File: src/rtl/key_pkg.sv
// key_pkg: shared FSM state encoding and default gap length for key_event_scheduler
package key_pkg;
  typedef enum logic [1:0] {
    S_IDLE    = 2'd0,
    S_PRESENT = 2'd1,
    S_GAP     = 2'd2
  } state_e;
  localparam logic [23:0] GAP_100MS = 24'd9_999_999;
endpackage

File: src/rtl/rr_arbiter.sv
// rr_arbiter: combinational round-robin pick of the first set req bit scanning from ptr upward with wrap
//   req     - request vector, bit i = key i
//   ptr     - scan start index (always < N_KEYS)
//   gnt_any - at least one request set
//   gnt_idx - index of the granted request
module rr_arbiter #(
  parameter int N_KEYS    = 4,
  parameter int IDX_WIDTH = 2
) (
  input  logic [N_KEYS-1:0]    req,
  input  logic [IDX_WIDTH-1:0] ptr,
  output logic                 gnt_any,
  output logic [IDX_WIDTH-1:0] gnt_idx
);
  function automatic logic [IDX_WIDTH-1:0] rot(input logic [IDX_WIDTH-1:0] p, input int k);
    int s;
    s = int'(p) + k;
    return IDX_WIDTH'(s >= N_KEYS ? s - N_KEYS : s);
  endfunction
  // scan farthest-first so the nearest set bit to ptr is the last (winning) write
  always_comb begin
    gnt_any = 1'b0;
    gnt_idx = '0;
    for (int k = N_KEYS - 1; k >= 0; k--) begin
      if (req[rot(ptr, k)]) begin
        gnt_any = 1'b1;
        gnt_idx = rot(ptr, k);
      end
    end
  end
endmodule

File: src/rtl/key_event_scheduler.sv
// key_event_scheduler: latches key pulses, grants them round-robin over valid/ready, then holds a minimum gap
//   clk, rst_n - clock, synchronous active-low reset
//   key_flag   - one-cycle press pulses, bit i = key i
//   evt_valid  - event presented on evt_key
//   evt_key    - granted key index, stable while evt_valid
//   evt_ready  - consumer accepts when evt_valid is high
//   busy       - presenting an event or inside the post-accept gap
//   overrun    - sticky per-key lost-press flags
//   ovr_clr    - clears all overrun flags
module key_event_scheduler
  import key_pkg::*;
#(
  parameter int                   N_KEYS    = 4,
  parameter int                   IDX_WIDTH = 2,
  parameter int                   GAP_WIDTH = 24,
  parameter logic [GAP_WIDTH-1:0] GAP_MAX   = GAP_100MS
) (
  input  logic                 clk,
  input  logic                 rst_n,
  input  logic [N_KEYS-1:0]    key_flag,
  output logic                 evt_valid,
  output logic [IDX_WIDTH-1:0] evt_key,
  input  logic                 evt_ready,
  output logic                 busy,
  output logic [N_KEYS-1:0]    overrun,
  input  logic                 ovr_clr
);
  localparam logic [IDX_WIDTH-1:0] LAST = IDX_WIDTH'(N_KEYS - 1);
  state_e                 state_q, state_d;
  logic [N_KEYS-1:0]      pending_q, pending_d, overrun_q, overrun_d, clr;
  logic [IDX_WIDTH-1:0]   rr_ptr_q, rr_ptr_d, evt_key_q, evt_key_d, gnt_idx;
  logic [GAP_WIDTH-1:0]   gap_cnt_q, gap_cnt_d;
  logic                   evt_valid_q, evt_valid_d, gnt_any, grant;

  rr_arbiter #(.N_KEYS(N_KEYS), .IDX_WIDTH(IDX_WIDTH)) u_arb (
    .req     (pending_q),
    .ptr     (rr_ptr_q),
    .gnt_any (gnt_any),
    .gnt_idx (gnt_idx)
  );

  assign grant = (state_q == S_IDLE) && gnt_any;
  assign clr   = grant ? ({{(N_KEYS-1){1'b0}}, 1'b1} << gnt_idx) : '0;
  // a press coinciding with its own grant re-arms pending instead of counting as overrun
  assign pending_d = (pending_q & ~clr) | key_flag;
  assign overrun_d = (ovr_clr ? '0 : overrun_q) | (key_flag & pending_q & ~clr);

  always_comb begin
    state_d     = state_q;
    evt_valid_d = evt_valid_q;
    evt_key_d   = evt_key_q;
    rr_ptr_d    = rr_ptr_q;
    gap_cnt_d   = gap_cnt_q;
    case (state_q)
      S_IDLE: if (gnt_any) begin
        evt_key_d   = gnt_idx;
        evt_valid_d = 1'b1;
        state_d     = S_PRESENT;
      end
      S_PRESENT: if (evt_ready) begin
        evt_valid_d = 1'b0;
        rr_ptr_d    = evt_key_q == LAST ? '0 : evt_key_q + 1'b1;
        gap_cnt_d   = '0;
        state_d     = S_GAP;
      end
      S_GAP: begin
        gap_cnt_d = gap_cnt_q == GAP_MAX ? '0 : gap_cnt_q + GAP_WIDTH'(1);
        state_d   = gap_cnt_q == GAP_MAX ? S_IDLE : S_GAP;
      end
      default: state_d = S_IDLE;
    endcase
  end

  always_ff @(posedge clk) begin
    if (!rst_n) begin
      state_q     <= S_IDLE;
      pending_q   <= '0;
      overrun_q   <= '0;
      rr_ptr_q    <= '0;
      gap_cnt_q   <= '0;
      evt_valid_q <= 1'b0;
      evt_key_q   <= '0;
    end else begin
      state_q     <= state_d;
      pending_q   <= pending_d;
      overrun_q   <= overrun_d;
      rr_ptr_q    <= rr_ptr_d;
      gap_cnt_q   <= gap_cnt_d;
      evt_valid_q <= evt_valid_d;
      evt_key_q   <= evt_key_d;
    end
  end

  assign evt_valid = evt_valid_q;
  assign evt_key   = evt_key_q;
  assign busy      = state_q != S_IDLE;
  assign overrun   = overrun_q;
endmodule

File: config.mk
export PLATFORM = sky130hd
export DESIGN_NAME = key_event_scheduler
export DESIGN_NICKNAME = d
export VERILOG_FILES = /design/src/rtl/key_pkg.sv /design/src/rtl/rr_arbiter.sv /design/src/rtl/key_event_scheduler.sv
export SDC_FILE = /design/constraint.sdc
export NUM_CORES = 1
export LEC_CHECK = 0
export BUFFER_PORTS_ARGS = -buffer_cell sky130_fd_sc_hd__buf_2
export CAP_MARGIN = 20
export CELL_PAD_IN_SITES_DETAIL_PLACEMENT = 0
export CELL_PAD_IN_SITES_GLOBAL_PLACEMENT = 1
export CORE_MARGIN = 1.5
export CORE_UTILIZATION = 40
export DETAILED_ROUTE_END_ITERATION = 8
export PLACE_DENSITY = 0.76
export SLEW_MARGIN = 15
export SYNTH_ARGS = -nofsm -noshare
export SYNTH_HDL_FRONTEND = slang
export SYNTH_SLANG_ARGS = --single-unit
File: constraint.sdc
create_clock -name clk -period 2.25 [get_ports clk]
set_clock_uncertainty 0.2 [all_clocks]
set_input_delay 0.225 -clock clk [delete_from_list [all_inputs] [get_ports clk]]
set_output_delay 0.225 -clock clk [all_outputs]
set_load 0.05 [all_outputs]
# Yosys cells after proc, flatten, opt, wreduce, memory -nomap -nowiden
# Cells that the tools add are included.
# Widths: inputs -> output; s select.
[word_totals]
output_inout_bits = 8
word_cells = 80
inputBits = 8
regBits = 39
[classes]
mux = 33
reduce_logical = 10
n_bitwise = 6
add_sub_neg = 9
eq_ne = 6
magnitude_cmp = 8
n_shift = 1
[op_table]
columns = ["operator", "n"]
rows = [
  ["$mux 24", 2],
  ["$pmux 24 s2", 1],
  ["$add 24x1->24 const B", 1],
  ["$eq 24x24->1 const B", 1],
  ["$mux 2", 12],
  ["$and 4x4->4", 3],
  ["$lt 2x3->1 const B", 4],
  ["$mux 1", 10],
  ["$ge 3x3->1 const B", 3],
  ["$bmux 1 s2", 4],
  ["$mux 4", 2],
  ["$or 4x4->4", 2],
  ["$reduce_and 2->1", 4],
  ["$sub 2x1->2 const B", 4],
  ["$add 2x2->3 const B", 2],
  ["$pmux 2 s3", 1],
  ["$reduce_bool 2->1", 3],
  ["$eq 2x2->1 const B", 2],
  ["$ne 2x2->1 const B", 2],
  ["$not 4->4", 1],
  ["$shl 1x2->4 const A", 1],
  ["$add 2x1->3 const B", 1],
  ["$ge 2x3->1 const B", 1],
  ["$reduce_and 3->1", 1],
  ["other kinds (5)", 5],
]

# Depth between registers and ports, before layout
[depth]
ltp_word = 14
ltp_mapped = 7

# Cells and area by module
# From an unflattened synthesis, not the netlist that was laid out.
[hier_totals]
hier_cells = 243
hier_area_um2 = 2037.0
[modules_own_cells]
columns = ["module", "area_each_um2", "seq_area_each_um2", "n_inst", "cells_per_inst"]
rows = [
  ["key_event_scheduler", 1959.4, 780.7, 1, 230],
  ["rr_arbiter", 77.6, 0.0, 1, 13],
]

# Least setup slack after synthesis
# OpenSTA, ideal clock, no wires.
[synth_path]
path_kind = "reg-to-reg"
start = "reg gap_cnt_q[0]"
end = "reg gap_cnt_q[10]"
t_arrival_ns = 1.867
path_stages_with_launch = 8
required_time_ns = 1.936
setup_slack_ns = 0.069
setup_time_ns = 0.114
cell_sequence = "dfxtp_1 > ha_1 > nand3_2 > or4_4 > o21a_4 > buf_6 > a21o_1 > a21o_1"
[synth_between]
elab_chain_cells = 3
word_cells_on_any_way = 4
[synth_lines]
columns = ["item", "line_no", "text"]
rows = [
  ["from (decl)", "key_event_scheduler.sv:32", "logic [GAP_WIDTH-1:0] gap_cnt_q, gap_cnt_d;"],
  ["from (signal assigned)", "key_event_scheduler.sv:88", "gap_cnt_q <= gap_cnt_d;"],
  ["$add 24x1->24 / $eq 24x24->1 (equally long branches)", "key_event_scheduler.sv:67", "gap_cnt_d = gap_cnt_q == GAP_MAX ? '0 : gap_cnt_q + GAP_WIDTH'(1);"],
  ["$mux 24 (*)", "key_event_scheduler.sv:67", ""],
  ["$pmux 24 s2 (*)", "key_event_scheduler.sv:54", "case (state_q)"],
]
# Every way passes the cells marked *; elsewhere a longest branch is shown, timed or not.
# A chain may end at the register's enable or synchronous reset.

# Worst setup path in the final report
[layout_path]
start = "reg gap_cnt_q[0]"
end = "reg gap_cnt_q[22]"
# Same word-level chain as after synthesis.

==> flow_metrics.env <==
export IMPL_period_share_pct=95.6
export IMPL_syn2layout_area_growth_pct=20.0
export IMPL_synth_main_ff_cell="dfxtp_1"
export IMPL_grt_use_met3_pct=4.97
export IMPL_fp_row_count=25
export IMPL_synth_async_reset_ratio_pct=0
export IMPL_outcome="completed"
export IMPL_ant_nets=0
export IMPL_busiest_layer="met2"
export IMPL_layout_commonest_cell="dfxtp_1"
export IMPL_setup_viol=0
export IMPL_clkSlewWorstSetupHoldPaths_ps=80
export IMPL_grtUsageMet2_pct=29.7
export IMPL_synth_edf_count=0
export IMPL_n_antenna_cell=0
export IMPL_drtPass1Iterations=5
export IMPL_finalCriticalPeriod_ps=2150
export IMPL_cts_buffers=5
export IMPL_clock_sinks=39
export IMPL_ios=16
export IMPL_slew_violations=0
export IMPL_ir_drop_v=0.000303
export IMPL_cts_max_level=2
export IMPL_die_area_sq_um=5330
export IMPL_setup_total_negative_slack_ps=0
export IMPL_seq_area_frac_synth_pct=39.8
export IMPL_p_leak_nw=0.888
export IMPL_die_y_microns=73.0
export IMPL_clk_latency_ps=300
export IMPL_arrival_ps=2130
export IMPL_p_per_area_nw_per_um2=688
export IMPL_finalHoldViolCount=0
export IMPL_start_util_pct=41.5
export IMPL_final_cell_mix="39 x dfxtp_1, 30 x nand2_1, 17 x o21ai_0, 16 x nor2_1"
export IMPL_synthCells=243
export IMPL_antenna_found_initial=0
export IMPL_routedWlPerCell_microns=13.7
export IMPL_clock_root_buffer="clkbuf_8"
export IMPL_ys_types=46
export IMPL_path_class="flop to flop"
export IMPL_postLayoutCellArea_sq_um=2350
export IMPL_dpl_cell_area_sq_um=2170
export IMPL_tightest_slew_ps=503
export IMPL_place_congestion=0.820
export IMPL_drive_above_1_share_pct=16.3
export IMPL_crit_path_max_fanout=4
export IMPL_grt_setup_unrepaired="false"
export IMPL_maxCapViolCount=0
export IMPL_hold_path_class="input pin to flop"
export IMPL_worstSetupEndpointType="flop"
export IMPL_synth_seq_cells=39
export IMPL_gr_total_overflow=0
export IMPL_fin_ws_ps=99.3
export IMPL_p_total_mw=1.62
export IMPL_ys_warnings_count=0
export IMPL_drc=0
export IMPL_synth_area_sq_um=1960
export IMPL_grt_pass1_vias=1631
export IMPL_cts_buffer_depth=2
export IMPL_grt_pass1_wl_microns=7890
export IMPL_grtUsageMet1_pct=26.0
export IMPL_vias_per_cell=5.41
export IMPL_critPathRequiredTime_ps=2230
export IMPL_post_synth_cell_area_avg_sq_um=8.07
export IMPL_fin_cells=343
export IMPL_dp_final_hpwl_microns=3240
export IMPL_placed_cells=329
export IMPL_io_buffer_count=15
export IMPL_slew_headroom_pct=66.5
export IMPL_nets=285
export IMPL_synth_fp_nets=253
export IMPL_fin_util_pct=49.8
export IMPL_coreArea_sq_um=4720
export IMPL_cts_tree="yes"
export IMPL_grt_max_degree=24
export IMPL_worst_setup_path_start_kind="flop"
export IMPL_max_freq_ghz=0.465
export IMPL_post_place_ws_ps=47.6
export IMPL_die_w_microns=73.0
export IMPL_grt_total_usage_pct=19.2
export IMPL_wl_microns=4710
export IMPL_vias=1854
export IMPL_hold_ws_ps=31.7
export IMPL_drt_iter0_markers=113
final cells by class:
class,instances,area (sq um)
Clock buffer,6,82.6
Clock inverter,2,35.0
Fill cell,454,2370
Inverter,5,18.8
Multi-Input combinational cell,193,1140
Sequential cell,39,781
Tap cell,67,83.8
Timing Repair Buffer,31,211
Yosys cell counts, types with 2 or more instances:
cell type,n,share of area (%)
a21o_1,7,2.7
a21oi_1,14,3.6
a31oi_1,11,3.5
and2_1,4,1.3
and3_1,6,1.9
buf_2,2,0.51
clkbuf_1,4,0.77
dfxtp_1,39,40
ha_1,2,1.3
inv_1,5,0.96
mux2i_1,2,1.0
nand2_1,30,5.7
nand2b_1,5,1.6
nand3_1,15,3.8
nand3_2,2,1.0
nand3b_1,5,1.9
nand4_1,10,3.2
nor2_1,16,3.1
nor2b_1,5,1.6
nor3_1,6,1.5
nor4_1,3,0.96
o21ai_0,17,4.3
o22ai_1,2,0.64
or2_2,2,0.64
or3_1,4,1.3
or4_1,2,0.77
or4_4,2,1.1
xnor2_1,2,0.89
xor2_1,2,0.89
power by group:
group | leakage, nW | switching (mW) | internal, mW | total [mW]
clock | 0.0612 | 0.260 | 0.359 | 0.619
combinational | 0.509 | 0.157 | 0.0898 | 0.247
sequential | 0.317 | 0.0314 | 0.722 | 0.753
per-layer routing:
| metal | wire length, microns | vias up |
|---|---|---|
| li1 | - | 959 |
| met1 | 2350 | 858 |
| met2 | 2130 | 33 |
| met3 | 175 | 4 |
| met4 | 56 | 0 |
| met5 | 0 | - |
worst paths after layout:
| kind | from | end | slack, ps | cells past startpoint |
|---|---|---|---|---|
| setup / recovery | gap_cnt_q[0] | gap_cnt_q[22] | 100 | 6 |
| hold / removal | ovr_clr | overrun[1] | 30 | 3 |
| setup reg to reg | gap_cnt_q[0] | gap_cnt_q[22] | 100 | 6 |
| hold reg to reg | gap_cnt_q[20] | gap_cnt_q[20] | 270 | 1 |
sequential cells by signal, summed over array words and instances, names as in the netlist:
signal,flops
evt_key,2
state_q,2
overrun,4
pending_q,4
gap_cnt_q,24
rr_ptr_q,2
evt_valid,1
cell families (layout without fill, tap and decap cells):
kind of cell,count (synthesis),after routing,synth area share [%]
and+or+nand+nor,120,120,33.0
AOI/OAI and AO/OA,64,65,20.3
DFF,39,39,39.8
buffers and inverters,12,44,2.81
xor gates and xnor gates,4,4,1.79
adders and majority gates,2,2,1.28
muxes,2,2,1.02
critical path, cell delays in order, from the launching register on:
cell and delay, ps:
dfxtp_1 340, ha_2 210, nand3_2 110, or4_1 580
nor4_1 370, nand2b_1 150, a31oi_1 70
repair_timing:
item / 4_1_cts / 5_1_grt
hold buffers: 5 / 0
endpoints found under the hold margin: 7 / 0
setup buffers: 0 / 0
endpoints found under the setup margin: 0 / 8
resized for setup: 0 / 3
Power figures use the tool's default switching activity.
